**src/rtl/clk_div_pkg.sv**
```systemverilog
// Shared defaults and types for the programmable multi-channel clock divider.
// Divisor defaults target the 25 MHz board clock.
package clk_div_pkg;

  localparam int N_CH_DEF  = 3;
  localparam int DIV_W_DEF = 20;
  localparam int CH_IDX_W  = 4;

  // 25 MHz / 25 = 1 MHz, / 25000 = 1 kHz, / 500000 = 50 Hz
  localparam logic [DIV_W_DEF-1:0] DIV_1MHZ = 20'd25;
  localparam logic [DIV_W_DEF-1:0] DIV_1KHZ = 20'd25000;
  localparam logic [DIV_W_DEF-1:0] DIV_50HZ = 20'd500000;

  localparam logic [N_CH_DEF*DIV_W_DEF-1:0] RST_DIV_DEF = {DIV_50HZ, DIV_1KHZ, DIV_1MHZ};

  typedef enum logic [1:0] {
    DIV_KEEP,
    DIV_FROM_PEND,
    DIV_FROM_WR
  } div_src_e;

endpackage

```
**src/rtl/clk_div_ch.sv**
```systemverilog
// One divider channel: period counter, active/pending divisor registers and
// registered square-wave and end-of-period tick outputs.
module clk_div_ch
  import clk_div_pkg::*;
#(
  parameter int               DIV_W   = DIV_W_DEF,
  parameter logic [DIV_W-1:0] RST_DIV = '0
) (
  input  logic             clk,
  input  logic             rst_n,
  input  logic             en,
  input  logic             sync,
  input  logic             wr,
  input  logic [DIV_W-1:0] wr_div,
  output logic             clk_out,
  output logic             tick
);

  localparam logic [DIV_W-1:0] ONE = DIV_W'(1);

  logic [DIV_W-1:0] div_q, div_d;
  logic [DIV_W-1:0] pend_q, pend_d;
  logic             pend_vld_q, pend_vld_d;
  logic [DIV_W-1:0] cnt_q, cnt_d;
  logic             clk_out_q, clk_out_d;
  logic             tick_q, tick_d;

  logic             running;
  logic             wrap;
  logic [DIV_W-1:0] last_cnt;
  logic [DIV_W-1:0] half_div;
  div_src_e         div_src;

  always_comb begin
    running  = en && (div_q != '0);
    last_cnt = div_q - ONE;
    half_div = (div_q >> 1) + {{(DIV_W-1){1'b0}}, div_q[0]};
    wrap     = running && (cnt_q >= last_cnt);
  end

  // Outputs are derived from the count held during this cycle.
  always_comb begin
    clk_out_d = running && (cnt_q < half_div);
    tick_d    = running && (cnt_q == last_cnt);
  end

  always_comb begin
    cnt_d = '0;
    if (running && !sync && !wrap) begin
      cnt_d = cnt_q + ONE;
    end
  end

  // A restarting counter (stopped or sync) takes a write directly; a running
  // one parks it in the pending register until the period boundary.
  always_comb begin
    div_src    = DIV_KEEP;
    pend_d     = pend_q;
    pend_vld_d = pend_vld_q;
    if (!running || sync) begin
      if (wr) begin
        div_src = DIV_FROM_WR;
      end else if (pend_vld_q) begin
        div_src = DIV_FROM_PEND;
      end
      pend_vld_d = 1'b0;
    end else begin
      if (wrap) begin
        if (pend_vld_q) begin
          div_src = DIV_FROM_PEND;
        end
        pend_vld_d = 1'b0;
      end
      if (wr) begin
        pend_d     = wr_div;
        pend_vld_d = 1'b1;
      end
    end
  end

  always_comb begin
    unique case (div_src)
      DIV_FROM_PEND: div_d = pend_q;
      DIV_FROM_WR:   div_d = wr_div;
      default:       div_d = div_q;
    endcase
  end

  always_ff @(posedge clk or negedge rst_n) begin
    if (!rst_n) begin
      div_q      <= RST_DIV;
      pend_q     <= '0;
      pend_vld_q <= 1'b0;
      cnt_q      <= '0;
      clk_out_q  <= 1'b0;
      tick_q     <= 1'b0;
    end else begin
      div_q      <= div_d;
      pend_q     <= pend_d;
      pend_vld_q <= pend_vld_d;
      cnt_q      <= cnt_d;
      clk_out_q  <= clk_out_d;
      tick_q     <= tick_d;
    end
  end

  assign clk_out = clk_out_q;
  assign tick    = tick_q;

endmodule

```
**src/rtl/prog_clk_div.sv**
```systemverilog
// Programmable clock divider top: decodes divisor writes and fans sync/enable
// out to N_CH independent divider channels.
module prog_clk_div
  import clk_div_pkg::*;
#(
  parameter int                      N_CH    = N_CH_DEF,
  parameter int                      DIV_W   = DIV_W_DEF,
  parameter logic [N_CH*DIV_W-1:0]   RST_DIV = RST_DIV_DEF
) (
  input  logic                clk,
  input  logic                rst_n,
  input  logic                wr_en,
  input  logic [CH_IDX_W-1:0] wr_ch,
  input  logic [DIV_W-1:0]    wr_div,
  input  logic [N_CH-1:0]     ch_en,
  input  logic                sync,
  output logic [N_CH-1:0]     clk_out,
  output logic [N_CH-1:0]     tick
);

  localparam logic [CH_IDX_W:0] N_CH_IDX = N_CH[CH_IDX_W:0];

  logic            wr_ok;
  logic [N_CH-1:0] wr_hit;

  // Writes addressed beyond the last channel are dropped here.
  always_comb begin
    wr_ok = wr_en && ({1'b0, wr_ch} < N_CH_IDX);
    for (int i = 0; i < N_CH; i++) begin
      wr_hit[i] = wr_ok && (wr_ch == CH_IDX_W'(i));
    end
  end

  for (genvar g = 0; g < N_CH; g++) begin : g_ch
    clk_div_ch #(
      .DIV_W   (DIV_W),
      .RST_DIV (RST_DIV[g*DIV_W +: DIV_W])
    ) u_ch (
      .clk     (clk),
      .rst_n   (rst_n),
      .en      (ch_en[g]),
      .sync    (sync),
      .wr      (wr_hit[g]),
      .wr_div  (wr_div),
      .clk_out (clk_out[g]),
      .tick    (tick[g])
    );
  end

endmodule

```
**config.mk**
```make
export PLATFORM = sky130hd
export DESIGN_NAME = prog_clk_div
export DESIGN_NICKNAME = d
export VERILOG_FILES = /design/src/rtl/clk_div_pkg.sv /design/src/rtl/clk_div_ch.sv /design/src/rtl/prog_clk_div.sv
export SDC_FILE = /design/constraint.sdc
export NUM_CORES = 1
export LEC_CHECK = 0
export ABC_AREA = 1
export ABC_CLOCK_PERIOD_IN_PS = 4600
export BUFFER_PORTS_ARGS = -buffer_cell sky130_fd_sc_hd__buf_2
export CAP_MARGIN = 0
export CELL_PAD_IN_SITES_DETAIL_PLACEMENT = 1
export CELL_PAD_IN_SITES_GLOBAL_PLACEMENT = 1
export CORE_MARGIN = 2
export CORE_UTILIZATION = 48
export CTS_CLUSTER_DIAMETER = 100
export DETAILED_ROUTE_END_ITERATION = 7
export GPL_ROUTABILITY_DRIVEN = 0
export GPL_TIMING_DRIVEN = 0
export MAX_ROUTING_LAYER = met4
export PLACE_DENSITY_LB_ADDON = 0.1
export SKIP_LAST_GASP = 1
export SLEW_MARGIN = 20
export SYNTH_ARGS = -nofsm -noshare
export SYNTH_HDL_FRONTEND = slang
export SYNTH_HIERARCHICAL = 1
export SYNTH_SLANG_ARGS = --single-unit
```
**constraint.sdc**
```tcl
create_clock -name clk -period 4.6 [get_ports clk]
set_input_delay 0.92 -clock clk [delete_from_list [all_inputs] [get_ports clk]]
set_output_delay 0.92 -clock clk [all_outputs]
set_load 0.02 [all_outputs]
```
==> results of run 1 <==
area by class of cell:
| class | count | share of cell area (%) |
|---|---|---|
| clock inverter | 14 | 1.09 |
| buffer | 57 | 2.85 |
| timing repair buffer | 39 | 1.62 |
| multi-input combinational | 1339 | 52.5 |
| tap | 390 | 3.12 |
| clock buffer | 18 | 2.81 |
| sequential | 189 | 30.4 |
| inverter | 234 | 5.64 |
cells by family after synthesis:
group / count (synthesis) / synth area share [%]
compound gates: 293 / 13.3
flops: 189 / 33.3
xor+xnor: 134 / 8.24
fa+ha+maj: 132 / 11.6
simple gates: 780 / 24.3
buf+inv: 291 / 9.19
flip-flops by register name, summed over array words and instances, names as in the netlist:
name	flops
g_ch.u_ch/clk_out	3
g_ch.u_ch/div_q	60
g_ch.u_ch/pend_q	60
g_ch.u_ch/pend_vld_q	3
g_ch.u_ch/tick	3
g_ch.u_ch/cnt_q	60
metrics by stage:
stage | setup TNS, ns | worst slack [ns] | power (mW) | cells | cell area (sq um)
2_1_floorplan | 0 | 1.12 | 3.51 | 1819 | 14200
3_3_place_gp | -122.16 | -0.739 | 4.00 | 2245 | 14900
3_5_place_dp | 0 | 0.104 | 4.12 | 2247 | 15000
4_1_cts | 0 | 0.0315 | 5.71 | 2279 | 15600
5_1_grt | -0.0860 | -0.0420 | 6.06 | 2280 | 15600
6_report | 0 | 0.239 | 5.68 | 2280 | 15600
layout by cell type, fill, tap and decap left out, types with 24 or more instances in the layout:
master                     count
sky130_fd_sc_hd__o211ai_1     60
sky130_fd_sc_hd__nand4_1      45
sky130_fd_sc_hd__inv_1       232
sky130_fd_sc_hd__dfrtp_1     173
sky130_fd_sc_hd__xor2_1      111
sky130_fd_sc_hd__nand3_1      70
sky130_fd_sc_hd__ha_1        131
sky130_fd_sc_hd__o21ai_2      60
sky130_fd_sc_hd__nor2_1      206
sky130_fd_sc_hd__nand2_1     375
sky130_fd_sc_hd__a21oi_1      55
sky130_fd_sc_hd__buf_6        24
sky130_fd_sc_hd__buf_2        41
sky130_fd_sc_hd__o21ai_0      94
power groups by stage:
stage	clock network [mW]	logic [mW]	registers, mW
6_report	1.55	1.98	2.15
5_1_grt	1.64	2.23	2.18
4_1_cts	1.59	1.97	2.14
3_5_place_dp	0	1.95	2.17
3_3_place_gp	0	1.84	2.16
2_1_floorplan	0	1.40	2.10
timing repair:
item / CTS / global route
resized for setup: 0 / 30
buffers inserted: 0 / 1
setup endpoints to repair: 0 / 60
worst max path at each step:
stage | cells past startpoint | to | slack [ns]
3_3_place_gp | 1 | g_ch[2].u_ch/cnt_q[18] | -0.74
4_1_cts | 22 | g_ch[2].u_ch/div_q[4] | 0.03
2_1_floorplan | 23 | g_ch[2].u_ch/div_q[0] | 1.12
5_1_grt | 23 | g_ch[0].u_ch/div_q[2] | -0.04
3_5_place_dp | 22 | g_ch[2].u_ch/div_q[4] | 0.10
6_report | 23 | g_ch[0].u_ch/div_q[2] | 0.24
per-layer routing:
layer,vias up,part of all wire (%),track usage (%)
met5,-,0,-
met4,0,1.3,6.44
met3,35,3.6,3.81
met2,158,46,45.8
met1,6270,49,40.3
li1,6050,-,-
worst max-delay path: cells and delay by family (launching register included):
kind	cells	cell delay [ns]
adder cells (fa/ha/maj)	3	0.74
XOR/XNOR	1	0.20
AO/OA/AOI/OAI	2	0.37
flip-flops	1	0.37
buffers and inverters	4	0.93
AND/OR/NAND/NOR	13	1.63
==> impl.org, run 1 <==
** Timing
- In this run the tightest slew margin relative to its limit is roughly 58%.
- Worst slew pin tran :: 0.627 ns
- Setup violations remaining at the end of the flow were counted as 0.
- The max-slew violation count came to 0.
- For the final database, setup skew stands at ~0.016 ns.
- Post-route fraction of the period consumed by the critical path :: approximately 95%
- Setup repair after global routing could not meet its margin everywhere.
- Hold timing on the final database bottoms out at a slack of roughly 0.33 ns.
- Static timing analysis puts the maximum clock frequency at between 200 and 250 MHz.
- The total count of hold-check failures in the final report came to 0.
- The worst path in the final design needs a cycle of between 4 and 5 ns, including I/O delays and setup.

** Clock network
- Clock latency on the worst-skew pair :: 0.46 ns
- The H-tree was split into 4 levels.
- In this run the clock root is driven by a sky130_fd_sc_hd__clkbuf_16.
- Counting along the longest clock path gives a buffer depth of 2.
- Sinks on the clock net :: 189
- CTS tree :: yes
- After clock tree synthesis, the flow added hold-fix buffers numbering 0.
- After clock tree synthesis, the clock-pin slew on the worst setup and hold paths is around 0.080 ns.
- Clock buffer count from CTS :: 17

** Power and ir drop
- Power spread over the standard cell area amounts to roughly 360 nW/um^2.
- Part of the total power dissipated in combinational logic :: about a third
- The internal portion of the total power is 3.34 mW.
- For this design the static power due to leakage is ~7.5 nW.
- The worst-case IR drop observed on VDD is 0.244 mV.
- Switching part of the total power :: 41.2%
- Of the total power, the clock network draws 27.2%.
- For this design the total switching power over the nets is ~2.3 mW.
- Part of the power in registers :: between 30% and 40%

** Synth
- Counting flops and latches in the post-synthesis netlist gives roughly 190.
- Most frequent cell after synthesis :: sky130_fd_sc_hd__nand2_1
- The share of the Yosys chip area taken by registers is between 30% and 40%.
- Area of the mapped netlist :: approximately 14,000 sq um
- Cells taking the most area after synthesis :: sky130_fd_sc_hd__dfrtp_1 30%, sky130_fd_sc_hd__ha_1 12%, sky130_fd_sc_hd__nand2_1 9.9%, sky130_fd_sc_hd__xor2_1 6.8%, sky130_fd_sc_hd__inv_1 6.1%
- Share of Yosys cell area claimed by the top area cell type :: 30.4%
- Synth Net Count :: roughly 2,000
- Counting flops with a built-in enable in the synthesized netlist gives 0.
- Count of yosys warnings during synthesis :: 6
- Largest area contributor in the synthesized netlist :: sky130_fd_sc_hd__dfrtp_1
- Dominant synthesized flop cell :: sky130_fd_sc_hd__dfrtp_1
- Mean instance size in the synthesized netlist :: between 7 and 8 sq um
- By count the netlist is led by 375 x sky130_fd_sc_hd__nand2_1, 233 x sky130_fd_sc_hd__inv_1, 207 x sky130_fd_sc_hd__nor2_1.
- Fraction of registers with async set or reset after synthesis :: 100%
- Post-synthesis cell count :: 1,819
- Count of unique library cells instantiated by Yosys :: 38

** Setup path
- The setup path with the least slack is of type reg -> reg.
- Standard cell with the maximum stage delay on the critical path :: sky130_fd_sc_hd__clkbuf_1
- Type of element capturing the critical path :: register
- In this run the critical register-to-register path is launched from g_ch[0].u_ch/div_q[0].
- CP Launch Point :: g_ch[0].u_ch/div_q[0]
- The worst register-to-register path ends at g_ch[0].u_ch/div_q[2].
- Of all nets on the critical path, the largest fanout is 10.
- Delay of the slowest cell on the worst path :: ~0.48 ns
- The worst setup path is launched from a register.
- Cell-by-cell trace of the critical path :: inv_1, ha_1, nand3_1, nor2_1, nand2_1, nor2_1, xor2_1, inv_1, ha_1, nand2_1, nor2_1, nand2_1, nor2_1, nand2_1, nand2_1, nor2_1, nand3_2, buf_6, nand3_1, ha_1, clkbuf_1, o211ai_1, o21ai_0
- Data on the critical path arrives at its endpoint at about 4.7 ns.
- Setup slack on the worst reg-to-reg path comes out at roughly 0.24 ns.
- Data on the critical path is required at its endpoint by between 4 and 5 ns.
- Depth of the worst register-to-register path :: 23

** Route
- Wire length per cell after detailed routing :: between 15 and 20 um
- Via total after detailed routing :: between 10,000 and 15,000
- Summed over all layers, the routed wires come to 42.6 mm.
- Drt initial violations :: between 600 and 700
- In the routed design, unresolved DRC markers number 0.
- Post-detailed-route via-to-cell ratio :: 5.49
- The first TritonRoute pass finished after 5 iterations.
- Number of nets with antenna violations after detailed routing :: 0

** Global route
- The total overflow left after global routing is 0.
- Entering global routing, the biggest net connects 84 pins.
- Initial antenna violation count :: 0
- For this run, the total global-route usage over all layers was measured as 29.2%.
- The first global-routing pass estimated 68.7 mm of wire.
- Via count of the first global-routing pass :: roughly 13,000

** Layout
- The filler cells instantiated in the layout total 3,682.
- The number of antenna diodes in the final layout is 0.
- Cells fill 53.2% of the core in the end.
- Synth-to-Final Area Change :: 9.75%
- Fin nets :: 2,040
- Summing all multi-input logic gate instances after layout gives 8210 sq um.
- The sequential cells in the finished layout cover a total of approximately 4700 sq um.
- Cells with a size suffix above 1 make up a little over an eighth of the layout.

** Outcome
- The run finished with clean final reports.

** Floorplanning
- Width of the die :: about 180 um
- For this design the top-level I/O count stands at 37.
- Floorplan die area :: 31,100 sq um
- The floorplan has 63 rows.
- In this run the vertical extent of the chip is 176 um.
- Initial standard-cell utilization of the core :: roughly half
- The floorplan step defined a core boundary enclosing 29,400 sq um.

** Placement
- HPWL after detailed placement :: approximately 33 mm
- In this run the tool buffered the top-level ports with 36 buffer cells.

** Worst hold path
- Worst hold path type :: in -> async

** Run
- Across the run, the number of max-cap violations was 0.
(Power assumes the default switching activity.)
==> inputs of run 2 (changes only) <==
--- a/config.mk
+++ b/config.mk
@@ -5,14 +5,13 @@
 export SDC_FILE = /design/constraint.sdc
 export NUM_CORES = 1
 export LEC_CHECK = 0
-export ABC_AREA = 1
 export ABC_CLOCK_PERIOD_IN_PS = 4600
 export BUFFER_PORTS_ARGS = -buffer_cell sky130_fd_sc_hd__buf_2
 export CAP_MARGIN = 0
 export CELL_PAD_IN_SITES_DETAIL_PLACEMENT = 1
 export CELL_PAD_IN_SITES_GLOBAL_PLACEMENT = 1
 export CORE_MARGIN = 2
-export CORE_UTILIZATION = 48
+export CORE_UTILIZATION = 51
 export CTS_CLUSTER_DIAMETER = 100
 export DETAILED_ROUTE_END_ITERATION = 7
 export GPL_ROUTABILITY_DRIVEN = 0
==> impl.org, run 2 <==
** Global route
- For this run the aggregate overflow at the end of global routing stands at 0.
- The number of global-route vias before repair was 10,600.
- Entering global routing, the biggest net connects 71 pins.
- Initial antenna violation count :: 2
- Wire length of the first global-routing pass :: ~56 mm
- Across every metal layer, demand over resource in global routing totals about 28%.

** Route
- Drt first pass iters :: 4
- Drt initial violations :: about 510
- Via total after detailed routing :: 10,200
- In this run the remaining antenna-violating nets after routing total 0.
- Post-detailed-route via-to-cell ratio :: a little under 6
- After detailed routing, the average wire length per cell comes to about 20 um.
- After detailed routing, the total wire length is ~35 mm.
- For this run, design rule violations remaining after detail routing come to 0.

** Power and ir drop
- For this design the ratio of total power to cell area is between 300 and 400 nW/um^2.
- The analysis attributes to cell leakage a power of about 6.9 nW.
- Maximum VDD drop :: 0.183 mV

** Layout
- Leaving out filler cells and counting taps, the final layout contains roughly 1,800.
- For this run, the post-layout net count is about 1,600.
- In the final layout, the registers with the most flip-flops are g_ch.u_ch/cnt_q (60), g_ch.u_ch/div_q (60), g_ch.u_ch/pend_q (60).
- Most frequent cells in the layout :: 172 x sky130_fd_sc_hd__dfrtp_1, 133 x sky130_fd_sc_hd__nand2_1, 131 x sky130_fd_sc_hd__ha_1, 115 x sky130_fd_sc_hd__nor2_1, 79 x sky130_fd_sc_hd__xnor2_1
- Synth-to-Final Area Change :: 13.0%
- Commonest non-fill, non-tap cell in the layout :: sky130_fd_sc_hd__dfrtp_1
- For this run, the share of the core covered by cells in the final layout is between 50 and 60%.
- Share of final-layout standard cells stronger than drive strength 1 :: around a fifth

** Synth
- The Yosys step of the flow raised 6 warnings.
- Count of unique library cells instantiated by Yosys :: just over 60
- In this run, synthesis inferred 0 flip-flops with an integrated enable.
- Fraction of registers with async set or reset after synthesis :: 100%
- The synthesized design contains 189 register bits.
- After synthesis the cells add up to approximately 13,000 sq um.
- Share of Yosys cell area claimed by the top area cell type :: 32.8%
- After synthesis, the most frequently instantiated cells are 173 x sky130_fd_sc_hd__dfrtp_1, 134 x sky130_fd_sc_hd__nand2_1, 132 x sky130_fd_sc_hd__ha_1.
- Summing the sequential cell areas from Yosys gives 36.0% of the chip area.
- Dominant synthesized flop cell :: sky130_fd_sc_hd__dfrtp_1
- Synth Net Count :: around 1,500
- Dividing the synthesized area by the synthesized cell count gives around 10 sq um.
- In the post-synthesis netlist, the biggest area contributors are sky130_fd_sc_hd__dfrtp_1 33%, sky130_fd_sc_hd__ha_1 13%, sky130_fd_sc_hd__xnor2_1 5.2%, sky130_fd_sc_hd__xor2_1 5.2%, sky130_fd_sc_hd__mux2i_1 4.6%.
- sky130_fd_sc_hd__dfrtp_1 takes more of the synthesized area than any other cell.
- Counting every instance in the synthesized netlist gives between 1,000 and 1,500.
- In the post-synthesis netlist, the cell with the most instances is sky130_fd_sc_hd__dfrtp_1.

** Floorplanning
- The initial utilization of the core area, before any placement, comes to between 50% and 60%.
- Number of rows created at floorplan :: 58
- Die height :: 165 um
- Top-level port count :: 37
- Placeable core region :: 25,300 sq um
- Floorplan die area :: around 27,000 sq um
- Width of the die :: between 150 and 200 um

** Timing
- Rel. slew slack :: ~38%
- The clock arrives with roughly 0.013 ns of skew.
- The max-slew violation count came to 0.
- Worst slew pin tran :: around 0.92 ns
- Fin crit period :: between 4 and 5 ns
- Maximum frequency from static timing analysis :: ~220 MHz
- Post-route fraction of the period consumed by the critical path :: a little under 100%
- Setup repair after global routing could not meet its margin everywhere.
- Setup violations remaining at the end of the flow were counted as 0.
- Hold is met by 0.433 ns.
- The total count of hold-check failures in the final report is 0.

** Setup path
- Category of the worst setup path launch point :: register
- STA classifies the critical path endpoint as a register.
- Most frequent cell on the critical path :: sky130_fd_sc_hd__or4_4
- Crit Path Max Fanout :: 5
- The critical path in this run is classified as reg -> reg.
- Cell-by-cell trace of the critical path :: buf_6, or4_4, or4_4, or3_4, or2_4, nor4_4, xnor2_1, ha_1, and4_4, nand2_4, nor2_2, a21oi_2, nand4_1, nand3b_1, ha_4, clkbuf_16, mux2i_4, o21ai_0
- Data on the critical path is required at its endpoint by roughly 4.9 ns.
- Depth of the worst register-to-register path :: 18
- For this run, the slowest stage of the critical path takes 0.52 ns.
- Arrival time at the worst endpoint :: around 4.8 ns
- For this design, the slowest cell found on the critical path is sky130_fd_sc_hd__or4_4.

** Clock network
- For this design, the sink count on the clock tree is about 190.
- Clock Tree Root :: sky130_fd_sc_hd__clkbuf_16
- Clock latency on the worst-skew pair :: around 0.44 ns
- Buffers inserted to repair hold after CTS numbered 0.
- Clock tree buffer depth :: 2
- Clock buffer count from CTS :: 17
- Clock-pin slew was measured on the worst setup and hold paths at approximately 0.08 ns.
- Max H-tree Level :: 4
- TritonCTS built the clock tree.

** Placement
- Number of I/O port buffers :: 36
- DP Cell Count :: 1,703
- The wire-length estimate of the detail-placed layout is 25.8 mm.

** Run
- Max Cap Violations :: 0

** Outcome
- Result of the run :: complete, no violations

** Worst hold path
- The worst hold path belongs to the class in -> async.
==> run 2: cell count changes in the layout (fill, tap and decap cells not counted), sizes merged, moves of 33 or more <==
cell,previous run,this run
nand2,386,136
mux2i,0,60
o21ai,154,78
mux2,0,60
xor2,111,78
o211ai,60,2
nor2,223,122
inv,237,38
xnor2,23,79
==> run 2: metrics by stage <==
stage / power, mW / cell area (sq um) / TNS, ns / worst slack (ns)
6_report: 4.76 / 14900 / 0 / 0.0901
5_1_grt: 5.04 / 14900 / -0.120 / -0.0393
4_1_cts: 4.75 / 14700 / -0.154 / -0.0210
3_5_place_dp: 3.16 / 13800 / -23.23 / -0.736
3_3_place_gp: 3.08 / 13800 / -127.25 / -0.694
2_1_floorplan: 2.77 / 13200 / 0 / 0.277
==> run 2: logic make-up (layout without fill, tap and decap cells) <==
kind of cell / count (synthesis) / in the layout / share of synthesized area (%)
AOI/OAI and AO/OA: 164 / 164 / 7.35
xor gates and xnor gates: 157 / 157 / 10.4
adders and majority gates: 132 / 132 / 12.5
buffers and inverters: 100 / 188 / 4.24
DFF: 189 / 189 / 36.0
muxes: 120 / 120 / 10.8
other: 0 / 2 / 0
and+or+nand+nor: 473 / 473 / 18.6
==> run 2: final cells by class <==
class                   instances  area, sq um
multi-input cells            1046         8110
repair buffers                 56          398
fillers                      2827        10400
well taps                     330          413
inverters                      29          109
clock buffers                  18          429
plain buffers                  71          519
clock inverters                14          168
flip-flops and latches        189         4750
diodes                          2         5.00
==> run 2: where the power goes <==
group / internal [mW] / leakage, nW / switching [mW]
clock: 0.781 / 0.290 / 0.747
sequential: 1.75 / 2.57 / 0.0650
combinational: 0.613 / 4.01 / 0.802
==> run 2: path summary, 6_finish.rpt <==
path                                           endpoint                     from  slack (ns)
worst min-delay path             g_ch[0].u_ch/cnt_q[16]                    rst_n        0.43
worst max register to register    g_ch[2].u_ch/div_q[6]    g_ch[2].u_ch/div_q[3]        0.09
max in group asynchronous         g_ch[1].u_ch/div_q[5]                    rst_n        3.33
min in group clk                g_ch[2].u_ch/pend_q[15]  g_ch[2].u_ch/pend_q[15]        0.51
worst max-delay path              g_ch[2].u_ch/div_q[6]    g_ch[2].u_ch/div_q[3]        0.09
worst min register to register  g_ch[2].u_ch/pend_q[15]  g_ch[2].u_ch/pend_q[15]        0.51
==> run 2: worst max-delay path, delay by kind of cell, from the launching register on <==
| family | cells | cell delay [ns] |
|---|---|---|
| AO/OA/AOI/OAI | 2 | 0.26 |
| XOR/XNOR | 1 | 0.17 |
| adder cells (fa/ha/maj) | 2 | 0.47 |
| buffers and inverters | 2 | 0.31 |
| flip-flops | 1 | 0.38 |
| multiplexers | 1 | 0.28 |
| AND/OR/NAND/NOR | 10 | 2.49 |
==> run 2: per-layer routing <==
metal / up-vias / part of all wire [%] / global-route usage (%)
li1: 4851 / - / -
met1: 5158 / 48 / 38.0
met2: 120 / 48 / 43.8
met3: 22 / 2.5 / 3.19
met4: 0 / 0.95 / 6.28
met5: - / 0 / -
==> run 2: repair_timing <==
item / in CTS / in global routing
pin swaps: 6 / 8
gates resized for setup: 40 / 46
endpoints found under the setup margin: 60 / 81
gates cloned: 1 / 0
buffers inserted: 6 / 11
==> inputs of run 3 (changes only) <==
--- a/config.mk
+++ b/config.mk
@@ -5,19 +5,20 @@
 export SDC_FILE = /design/constraint.sdc
 export NUM_CORES = 1
 export LEC_CHECK = 0
-export ABC_CLOCK_PERIOD_IN_PS = 4600
+export ABC_CLOCK_PERIOD_IN_PS = 5500
 export BUFFER_PORTS_ARGS = -buffer_cell sky130_fd_sc_hd__buf_2
 export CAP_MARGIN = 0
 export CELL_PAD_IN_SITES_DETAIL_PLACEMENT = 1
 export CELL_PAD_IN_SITES_GLOBAL_PLACEMENT = 1
 export CORE_MARGIN = 2
-export CORE_UTILIZATION = 51
+export CORE_UTILIZATION = 54
 export CTS_CLUSTER_DIAMETER = 100
 export DETAILED_ROUTE_END_ITERATION = 7
 export GPL_ROUTABILITY_DRIVEN = 0
 export GPL_TIMING_DRIVEN = 0
 export MAX_ROUTING_LAYER = met4
 export PLACE_DENSITY_LB_ADDON = 0.1
+export RECOVER_POWER = 50
 export SKIP_LAST_GASP = 1
 export SLEW_MARGIN = 20
 export SYNTH_ARGS = -nofsm -noshare
==> constraint.sdc (replaced) <==
create_clock -name clk -period 5.5 [get_ports clk]
set_input_delay 1.1 -clock clk [delete_from_list [all_inputs] [get_ports clk]]
set_output_delay 1.1 -clock clk [all_outputs]
set_load 0.02 [all_outputs]
==> impl.org, run 3 (same netlist as run 2, synthesis figures left out) <==
** Layout
- In the layout the commonest cells are 173 x sky130_fd_sc_hd__dfrtp_1, 134 x sky130_fd_sc_hd__nand2_1, 132 x sky130_fd_sc_hd__ha_1, 122 x sky130_fd_sc_hd__nor2_1, 79 x sky130_fd_sc_hd__xnor2_1.
- Final design instance area without fill :: between 10,000 and 15,000 sq um
- From synthesis to final layout, the design area changed by 8.97%.
- Leaving out fill and tap cells, the most frequent cell in the layout is sky130_fd_sc_hd__dfrtp_1.
- Cells with a size suffix above 1 make up between 10% and 20% of the layout.
- Fillers :: approximately 2,800
- For this run, the post-layout net count is between 1,500 and 2,000.
- The largest registers in the layout are g_ch.u_ch/cnt_q (60), g_ch.u_ch/div_q (60), g_ch.u_ch/pend_q (60).

** Clock network
- Clock latency on the worst-skew pair :: ~0.43 ns
- Post-cts resize count :: 0
- Buffers inserted to repair hold after CTS numbered 0.
- Post-CTS setup buffer count :: 0
- Max H-tree Level :: 4
- Clock Tree Root :: sky130_fd_sc_hd__clkbuf_16
- Clock edge transition at the registers on the reported setup and hold paths :: 0.07 ns
- Clock buffer count from CTS :: 17
- Sinks on the clock net :: about 190
- CTS tree :: yes
- Clock tree buffer depth :: 2

** Route
- For this block, the via count after detailed routing is between 10,000 and 15,000.
- Drt first pass iters :: 4
- Overall routed net length :: 34.1 mm
- After detailed routing, the number of vias per cell comes to between 5 and 6.
- Once detail routing completed, the nets flagged for antenna violations numbered 0.
- For this run, design rule violations remaining after detail routing come to 0.
- Wire length per cell after detailed routing :: 19.7 um
- The first routing iteration left about 400 violations.

** Global route
- The number of antenna violations at the first check in global routing is 0.
- Entering global routing, the biggest net connects between 90 and 100 pins.
- For this run, the total global-route usage over all layers was measured as around 28%.
- Aggregate global routing overflow :: 0
- The number of global-route vias before repair came to 10,800.
- The first global-routing pass estimated 56.2 mm of wire.

** Timing
- Across all hold checks on the routed design, the worst slack comes to just under 0.5 ns.
- Hold violation total from the final report :: 0
- Worst slew pin tran :: about 2.0 ns
- Largest clock skew in the final design :: between 0.01 and 0.015 ns
- Rel. slew slack :: -30.7%
- After layout, the worst path uses between 90% and 100% of the clock period.
- Post-Route Setup TNS :: 0 ns
- The max-slew violation count came to just under 80.
- Setup violations remaining at the end of the flow were counted as 0.
- Setup repair after global routing missed its margin :: no
- Fin crit period :: ~5.1 ns
- Based on the critical path, the design can be clocked at up to 196 MHz.

** Floorplanning
- The die covers 25,700 sq um.
- Placeable core region :: 24,100 sq um
- Once the floorplan was initialized, standard cells occupied a little over half of the core.
- Die height :: 160 um
- During I/O placement, the number of pins put on the boundary was 37.
- The initialized floorplan defines between 50 and 60 standard-cell rows.
- From left edge to right edge, the die measures about 160 um.

** Power and ir drop
- Power Density :: between 200 and 300 nW/um^2
- The analysis attributes to cell leakage a power of between 6 and 7 nW.
- Across the VDD grid, the largest voltage drop is 0.145 mV.

** Worst hold path
- The worst hold path belongs to the class reg -> reg.

** Outcome
- Failing checks :: capacitance limit, slew limit
- The run finished, with violations left.

** Run
- Max Cap Violations :: 1

** Setup path
- The number of cells on the worst reg-to-reg path is 15.
- Endpoint of the lowest-slack register-to-register path :: g_ch[2].u_ch/div_q[19]
- End point of the critical path :: g_ch[2].u_ch/div_q[19]
- Worst reg2reg path startpoint :: g_ch[2].u_ch/div_q[2]
- Arrival time at the worst endpoint :: ~5.4 ns
- Worst-case register-to-register setup slack :: between 0.3 and 0.4 ns
- The worst setup path is of the reg -> reg kind.
- In this run the worst path has a maximum fanout of 10.
- Category of the worst setup path launch point :: register
- Data required time at the worst endpoint :: slightly below 6 ns
- STA classifies the critical path endpoint as a register.
- The most critical setup path has its startpoint at g_ch[2].u_ch/div_q[2].

** Placement
- Once placement finished, the instance area stood at between 10,000 and 15,000 sq um.
- Number of I/O port buffers :: 36
- The HPWL after detailed placement is 25.8 mm.
-- run 3: worst min-delay path by stage --
stage                             from                 endpoint  slack [ns]  cells past startpoint
2_1_floorplan   g_ch[2].u_ch/pend_q[5]   g_ch[2].u_ch/pend_q[5]        0.46                      1
3_3_place_gp    g_ch[2].u_ch/pend_q[9]   g_ch[2].u_ch/pend_q[9]        0.47                      1
3_5_place_dp    g_ch[2].u_ch/pend_q[7]   g_ch[2].u_ch/pend_q[7]        0.48                      1
4_1_cts                          rst_n    g_ch[2].u_ch/cnt_q[1]        0.47                      1
5_1_grt        g_ch[2].u_ch/pend_q[16]  g_ch[2].u_ch/pend_q[16]        0.51                      1
6_report        g_ch[2].u_ch/pend_q[8]   g_ch[2].u_ch/pend_q[8]        0.50                      1
-- run 3: stage by stage --
| step | instances | utilization (%) | setup slack (ns) | power, mW |
|---|---|---|---|---|
| final | 1730 | 59.6 | 0.391 | 3.88 |
| after global routing | 1729 | 59.6 | 0.127 | 4.09 |
| after CTS | 1729 | 59.8 | 0.250 | 3.92 |
| after detailed placement | 1697 | 57.4 | 0.256 | 2.63 |
| after global placement | 1695 | 57.1 | 0.167 | 2.57 |
| after floorplan | 1335 | - | 1.18 | 2.32 |
-- run 3: power by group --
part           total [mW]  internal (mW)  switching [mW]
Combinational        1.09          0.457           0.633
Sequential           1.52           1.47          0.0542
Clock                1.27          0.679           0.589
-- run 3: per-layer routing --
layer | vias up | share of wire (%) | global-route usage (%)
met4 | 0 | 2.3 | 7.94
li1 | 4815 | - | -
met2 | 108 | 50 | 47.9
met3 | 43 | 2.9 | 3.71
met5 | - | 0 | -
met1 | 5115 | 45 | 35.5
-- run 3: final cells by class --
type	instances	area [sq um]	share of cell area, %
multi-input combinational	1046	7870	54.8
clock inverter	15	160	1.12
antenna	1	2.50	0.0174
timing repair buffer	38	188	1.31
sequential	189	4750	33.1
clock buffer	17	425	2.96
tap	324	405	2.82
inverter	29	109	0.758
buffer	71	452	3.14
-- run 3: worst max-delay path, cell delays in order (launching register included) --
cell and delay (ns):
sky130_fd_sc_hd__dfrtp_1 0.49, sky130_fd_sc_hd__or4_4 0.58, sky130_fd_sc_hd__or4_4 0.47, sky130_fd_sc_hd__or3_4 0.42, sky130_fd_sc_hd__or2_4 0.25, sky130_fd_sc_hd__nor2_1 0.12
sky130_fd_sc_hd__xnor2_1 0.15, sky130_fd_sc_hd__ha_1 0.27, sky130_fd_sc_hd__and4_1 0.25, sky130_fd_sc_hd__a221oi_1 0.39, sky130_fd_sc_hd__nand4_1 0.27, sky130_fd_sc_hd__nand3b_1 0.16
sky130_fd_sc_hd__ha_1 0.19, sky130_fd_sc_hd__clkbuf_1 0.58, sky130_fd_sc_hd__mux2i_1 0.28, sky130_fd_sc_hd__o21ai_0 0.10
